===== src/rtl/rib_arbiter.sv =====
// rib_arbiter: shares one RAM/ROM slave port between three masters
//   m0 = core data port, m1 = core fetch port, m2 = debug/loader.
// Fixed priority m2 > m0 > m1, decided only in IDLE; the grant is held for
// the whole transaction.
// Optional feature macro: ARB_TIMEOUT_EN (abort a WAIT that exceeds TIMEOUT
// cycles and flag it on err_o). Without it err_o is tied low.
module rib_arbiter #(
  parameter int unsigned ADDR_W  = 32,
  parameter int unsigned DATA_W  = 32,
  parameter int unsigned TIMEOUT = 255
) (
  input  logic              clk,
  input  logic              rst,

  input  logic              m0_req_i,
  input  logic              m0_we_i,
  input  logic [ADDR_W-1:0] m0_addr_i,
  input  logic [DATA_W-1:0] m0_wdata_i,
  output logic              m0_ack_o,
  output logic [DATA_W-1:0] m0_rdata_o,

  input  logic              m1_req_i,
  input  logic              m1_we_i,
  input  logic [ADDR_W-1:0] m1_addr_i,
  input  logic [DATA_W-1:0] m1_wdata_i,
  output logic              m1_ack_o,
  output logic [DATA_W-1:0] m1_rdata_o,

  input  logic              m2_req_i,
  input  logic              m2_we_i,
  input  logic [ADDR_W-1:0] m2_addr_i,
  input  logic [DATA_W-1:0] m2_wdata_i,
  output logic              m2_ack_o,
  output logic [DATA_W-1:0] m2_rdata_o,

  output logic              s_req_o,
  output logic              s_we_o,
  output logic [ADDR_W-1:0] s_addr_o,
  output logic [DATA_W-1:0] s_wdata_o,
  input  logic              s_ack_i,
  input  logic [DATA_W-1:0] s_rdata_i,

  output logic              hold_flag_o,
  output logic              err_o
);

  localparam int unsigned CNT_W = 16;

  // Reject a TIMEOUT the 16-bit wait counter cannot represent.
  if (TIMEOUT < 1 || TIMEOUT > 65535) begin : g_bad_timeout
    $error("rib_arbiter: TIMEOUT must be in 1..65535");
  end

  typedef enum logic [1:0] {
    IDLE = 2'd0,
    WAIT = 2'd1,
    RESP = 2'd2
  } state_t;

  state_t              state, state_nxt;
  logic [2:0]          grant, grant_nxt;     // one-hot granted master, 0 = none
  logic [2:0]          ack, ack_nxt;         // one-hot ack pulse, bit N = master N
  logic                req_nxt;
  logic                we_nxt;
  logic [ADDR_W-1:0]   addr_nxt;
  logic [DATA_W-1:0]   wdata_nxt;
  logic [DATA_W-1:0]   rdata, rdata_nxt;     // shared response data for all masters

`ifdef ARB_TIMEOUT_EN
  localparam logic [CNT_W-1:0] TMO_LAST = CNT_W'(TIMEOUT - 1);

  logic [CNT_W-1:0]    cnt, cnt_nxt;
  logic                err, err_nxt;
`endif

  // State register and registered slave/master-side outputs.
  always_ff @(posedge clk or posedge rst) begin
    if (rst) begin
      state     <= IDLE;
      grant     <= '0;
      ack       <= '0;
      s_req_o   <= 1'b0;
      s_we_o    <= 1'b0;
      s_addr_o  <= '0;
      s_wdata_o <= '0;
      rdata     <= '0;
    end else begin
      state     <= state_nxt;
      grant     <= grant_nxt;
      ack       <= ack_nxt;
      s_req_o   <= req_nxt;
      s_we_o    <= we_nxt;
      s_addr_o  <= addr_nxt;
      s_wdata_o <= wdata_nxt;
      rdata     <= rdata_nxt;
    end
  end

`ifdef ARB_TIMEOUT_EN
  // Wait-cycle counter and registered timeout flag.
  always_ff @(posedge clk or posedge rst) begin
    if (rst) begin
      cnt <= '0;
      err <= 1'b0;
    end else begin
      cnt <= cnt_nxt;
      err <= err_nxt;
    end
  end
`endif

  // Next-state logic: arbitrate in IDLE, hold the latched request in WAIT,
  // pulse the ack for one cycle in RESP.
  always_comb begin
    state_nxt = state;
    grant_nxt = grant;
    we_nxt    = s_we_o;
    addr_nxt  = s_addr_o;
    wdata_nxt = s_wdata_o;
    rdata_nxt = rdata;
`ifdef ARB_TIMEOUT_EN
    cnt_nxt   = cnt;
    err_nxt   = 1'b0;
`endif

    case (state)
      IDLE: begin
        if (m2_req_i) begin
          grant_nxt = 3'b100;
          we_nxt    = m2_we_i;
          addr_nxt  = m2_addr_i;
          wdata_nxt = m2_wdata_i;
        end else if (m0_req_i) begin
          grant_nxt = 3'b001;
          we_nxt    = m0_we_i;
          addr_nxt  = m0_addr_i;
          wdata_nxt = m0_wdata_i;
        end else if (m1_req_i) begin
          grant_nxt = 3'b010;
          we_nxt    = m1_we_i;
          addr_nxt  = m1_addr_i;
          wdata_nxt = m1_wdata_i;
        end
        if (m0_req_i | m1_req_i | m2_req_i) begin
          state_nxt = WAIT;
`ifdef ARB_TIMEOUT_EN
          cnt_nxt   = '0;
`endif
        end
      end

      WAIT: begin
        if (s_ack_i) begin
          rdata_nxt = s_rdata_i;
          state_nxt = RESP;
        end
`ifdef ARB_TIMEOUT_EN
        else if (cnt == TMO_LAST) begin
          // Abandon a slave that never answers; the master gets zero data.
          rdata_nxt = '0;
          err_nxt   = 1'b1;
          state_nxt = RESP;
        end else begin
          cnt_nxt = cnt + CNT_W'(1);
        end
`endif
      end

      RESP: begin
        state_nxt = IDLE;
        grant_nxt = '0;
      end

      default: begin
        state_nxt = IDLE;
        grant_nxt = '0;
      end
    endcase

    req_nxt = (state_nxt == WAIT);
    ack_nxt = (state_nxt == RESP) ? grant_nxt : 3'b000;
  end

  // Master-side fan-out of the shared response.
  assign m0_ack_o   = ack[0];
  assign m1_ack_o   = ack[1];
  assign m2_ack_o   = ack[2];
  assign m0_rdata_o = rdata;
  assign m1_rdata_o = rdata;
  assign m2_rdata_o = rdata;

  // Stall the core while either of its ports has an unanswered request.
  assign hold_flag_o = (m0_req_i & ~ack[0]) | (m1_req_i & ~ack[1]);

`ifdef ARB_TIMEOUT_EN
  assign err_o = err;
`else
  assign err_o = 1'b0;
`endif

endmodule


===== config.mk =====
export PLATFORM = sky130hd
export DESIGN_NAME = rib_arbiter
export DESIGN_NICKNAME = d
export VERILOG_FILES = /design/src/rtl/rib_arbiter.sv
export SDC_FILE = /design/constraint.sdc
export NUM_CORES = 1
export LEC_CHECK = 0
export BUFFER_PORTS_ARGS = -buffer_cell sky130_fd_sc_hd__buf_4
export CORE_AREA = 8 8 147 149
export DETAILED_ROUTE_END_ITERATION = 10
export DIE_AREA = 0 0 155 157
export PLACE_DENSITY = 0.59
export SLEW_MARGIN = 20
export SYNTH_ARGS = -nofsm -noshare
export SYNTH_HDL_FRONTEND = slang
export SYNTH_SLANG_ARGS = --single-unit

===== constraint.sdc =====
create_clock -name clk -period 4.7 [get_ports clk]
set_input_delay 0.705 -clock clk [delete_from_list [all_inputs] [get_ports clk]]
set_output_delay 0.705 -clock clk [all_outputs]
set_load 0.05 [all_outputs]

======== Word-level counts from Yosys, hierarchy flattened ========
Index checks and enable logic that the tools add are counted.
word-level totals
  output and inout port bits .............. 167
  input bits .............................. 233
  bits in registers ....................... 106
operators by class
  multiplexer cells ....................... 17
  reductions and logical operators ........ 4
  bitwise logic cells ..................... 7
  equality and inequality tests ........... 3
operators by type and width
  operator            number
  $mux 32             6
  $mux 3              4
  $pmux 3 s2          1
  $eq 2x1->1 const B  2
  $mux 2              2
  $pmux 2 s2          1
  $reduce_and 2->1    2
  $mux 1              3
  $or 1x1->1          3
  $reduce_bool 3->1   1
  $and 1x1->1         2
  $eq 2x2->1 const B  1
  $logic_not 2->1     1
  $not 1->1           2

======== Logic depth before layout (Yosys ltp) ========
  depth after elaboration ................. 6
  depth in mapped cells ................... 6
  depth with buffers taken out ............ 3

======== Worst setup path before layout ========
No wires, ideal clock.
  path kind ............................... input -> output
  from .................................... input m0_req_i
  to ...................................... output hold_flag_o
  buffers on the path ..................... 3
  path slack .............................. 2.060 ns
  data arrival time ....................... 1.935 ns
  required time ........................... 3.995 ns
  stages on the path ...................... 5
  cells stage by stage .................... buf_2 > buf_6 > buf_6 > inv_1 > o22ai_1
on the way
  cells in the longest elaborated chain, start to end .. 2
RTL lines
  what         line  RTL
  from (decl)  15    input logic m0_req_i,
  $and 1x1->1  193   assign hold_flag_o = (m0_req_i & ~ack[0]) | (m1_req_i & ~ack[1]);
  $or 1x1->1   193
  to (decl)    43    output logic hold_flag_o,
Every way passes these cells.

======== Final worst setup path ========
Same ends and word-level chain as after synthesis.

==> impl_metrics.tcl <==
set metrics [dict create \
    place_hpwl_um 16900 \
    fill_cells 1907 \
    via_per_inst 4.64 \
    post-route-min-period_ps 2460 \
    syn2layout_area_growth_pct 49.6 \
    pwr-share-comb_pct 66.5 \
    p_per_area_nw_per_um2 817 \
    swShare_pct 57.0 \
    syn_area_um2 5920 \
    crit_fanout 42 \
    grt_usage_pct 16.9 \
    cts_setup_buffers 0 \
    cts_max_level 3 \
    drv_cap 0 \
    vdd_ir_drop_max_uv 280 \
    io-pin-count 400 \
    antenna_found_initial 1 \
    multi_input_area_um2 2540 \
    power.net_switching_mw 4.12 \
    holdBufCountCts 0 \
    vias 5159 \
    drc 0 \
    die_x_um 155 \
    grt_pass1_wl_um 32200 \
    cts_buffers 9 \
    clkPwrFrac_pct 10.3 \
    critPathArrivalTime_ps 1750 \
    final_cell_area_um2 8860 \
    die-area_um2 24300 \
    initial_utilization_pct 30.8 \
    total_power_mw 7.23 \
    final-max-slew-violation-count 0 \
    required_ps 3990 \
    holdCritPathClass "reg -> reg" \
    routed_wl_um 21800 \
    clk_latency_ps 350 \
    rsz0062_at_grt "no" \
    fmax_mhz 407 \
    avgRoutedWirePerCell_um 19.6 \
    die_h_um 157 \
    drive_above_1_share_pct 61.7 \
    hold_start "grant[2]$_DFF_PP0_" \
    synth-warning-count 0 \
    p_int_mw 3.11 \
    nets 1073 \
    synth_cell_types 24 \
    final-setup-viol-count 0 \
    postSynthCellCount 531 \
    cp-end-kind "output pin" \
    mostFrequentLayoutCells "403 x buf_4, 106 x dfrtp_1, 97 x mux2_2, 96 x o21ai_0, 65 x mux2i_1" \
    drt-pass1-iter-count 4 \
    place_congestion 0.764 \
    num_rows 51 \
    grt_max_degree 69 \
    p_leak_nw 4.36 \
    drt_iter0_drc 145 \
    outcome "finished clean" \
    cts_tree "yes" \
    grt_overflow 0 \
    dpl_cell_area_um2 8570 \
    ys_seq_area_share_pct 44.8 \
    setup.worst_path.start "m0_req_i" \
    seq_area_um2 2650 \
    critPathKind "in -> out" \
    drtAntennaViolNets 0 \
    tns_ps 0 \
    grt_pass1_vias 5452 \
    final_common_cell "buf_4" \
    ys_ff_latch 106 \
    cts_root_buffer "clkbuf_16" \
    io_buffers 398 \
    rr_startpoint "state[0]$_DFF_PP0_" \
    power.share.sequential_pct 23.2 \
    slew_headroom_pct 36.5 \
    cts.sinks 106 \
    fin_skew_ps 6.56 \
    cts_resized 0 \
    path_clk_slew_ps 70 \
    start_kind "input port" \
    coreArea_um2 19200 \
    avgSynthCellArea_um2 11.2 \
    syn-num-nets 764 \
    hold_violations 0 \
    worst_slew_pin_slew_ps 950 \
    period_share_pct 52.3 \
    hold_ws_ps 475 \
    clockBufferDepth 2 \
]
## synthesized netlist by cell type
master    count  area share (%)
nor2_4        1            0.19
a21oi_1       2            0.17
buf_4        72             9.1
mux2i_1      65              11
or2_1         1            0.11
nor2_1        4            0.25
nor2b_1       1            0.11
dfrtp_1     106              45
nor4_1        1            0.11
and2_1        2            0.21
buf_2        13             1.1
inv_1         4            0.25
buf_6         5            0.95
mux2_2       97              18
clkbuf_2      1           0.084
o21ai_1      38             3.2
o21ai_0      96             8.1
nand2b_1      2            0.21
or2_4         1            0.15
clkbuf_1     14            0.89
o22ai_1       2            0.21
nor3_2        1            0.17
or3_1         1            0.11
conb_1        1           0.063
## state kept, by name, indices dropped and copies added, names as in the netlist
register    count
m0_rdata_o     32
ack             3
state           2
grant           3
s_wdata_o      32
s_addr_o       32
s_req_o         1
s_we_o          1
## area by class of cell
type	count	area share (%)
clock inverters	7	0.692
repair buffers	403	34.2
clock buffers	9	2.54
inverters	4	0.198
flip-flops and latches	106	29.9
multi-input cells	316	28.7
well taps	265	3.74
diodes	1	0.0283
## power groups by stage
stage	clock network [mW]	registers [mW]	logic (mW)
2_1_floorplan	0	3.12	2.20
3_3_place_gp	0	1.68	4.85
3_5_place_dp	0	1.70	4.87
4_1_cts	0.772	1.69	4.87
5_1_grt	0.801	1.74	5.03
6_report	0.742	1.68	4.81
## cells by family (layout without fill, tap and decap cells)
| family | Yosys count | in the layout | synth area share, % |
|---|---|---|---|
| muxes | 162 | 162 | 29.4 |
| AOI/OAI and AO/OA | 138 | 138 | 11.7 |
| buffers and inverters | 109 | 423 | 12.4 |
| DFF | 106 | 106 | 44.8 |
| and+or+nand+nor | 15 | 15 | 1.61 |
| other | 1 | 2 | 0.0633 |
## routing by layer
layer	vias up	track usage, %	wire length, um
met2	227	31.3	11500
li1	2435	-	-
met5	-	0	0
met3	15	6.42	2090
met4	0	4.62	338
met1	2482	17.7	7870
## worst max-delay path, stage by stage
cell     delay [ps]
buf_4           450
inv_1           140
o22ai_1         190
buf_4           220
## final timing paths
| path | cells after the start | slack, ps | endpoint |
|---|---|---|---|
| setup / recovery | 4 | 2240 | hold_flag_o |
| hold / removal | 1 | 470 | ack[2]$_DFF_PP0_ |
| setup reg to reg | 4 | 2410 | s_addr_o[23]$_DFFE_PP0P_ |
| hold reg to reg | 1 | 470 | ack[2]$_DFF_PP0_ |
| max in group asynchronous | 3 | 3070 | s_wdata_o[14]$_DFFE_PP0P_ |
| min in group asynchronous | 2 | 520 | m0_rdata_o[23]$_DFFE_PP0P_ |
## per-stage QoR
step	setup slack [ps]	utilization, %	std cells
6_report	2240	46.1	1111
5_1_grt	2090	46.1	1111
4_1_cts	2220	46.1	1110
3_5_place_dp	2160	44.6	1094
3_3_place_gp	2180	44.6	1094
2_1_floorplan	1210	-	531
Power figures use the tool's default switching activity.
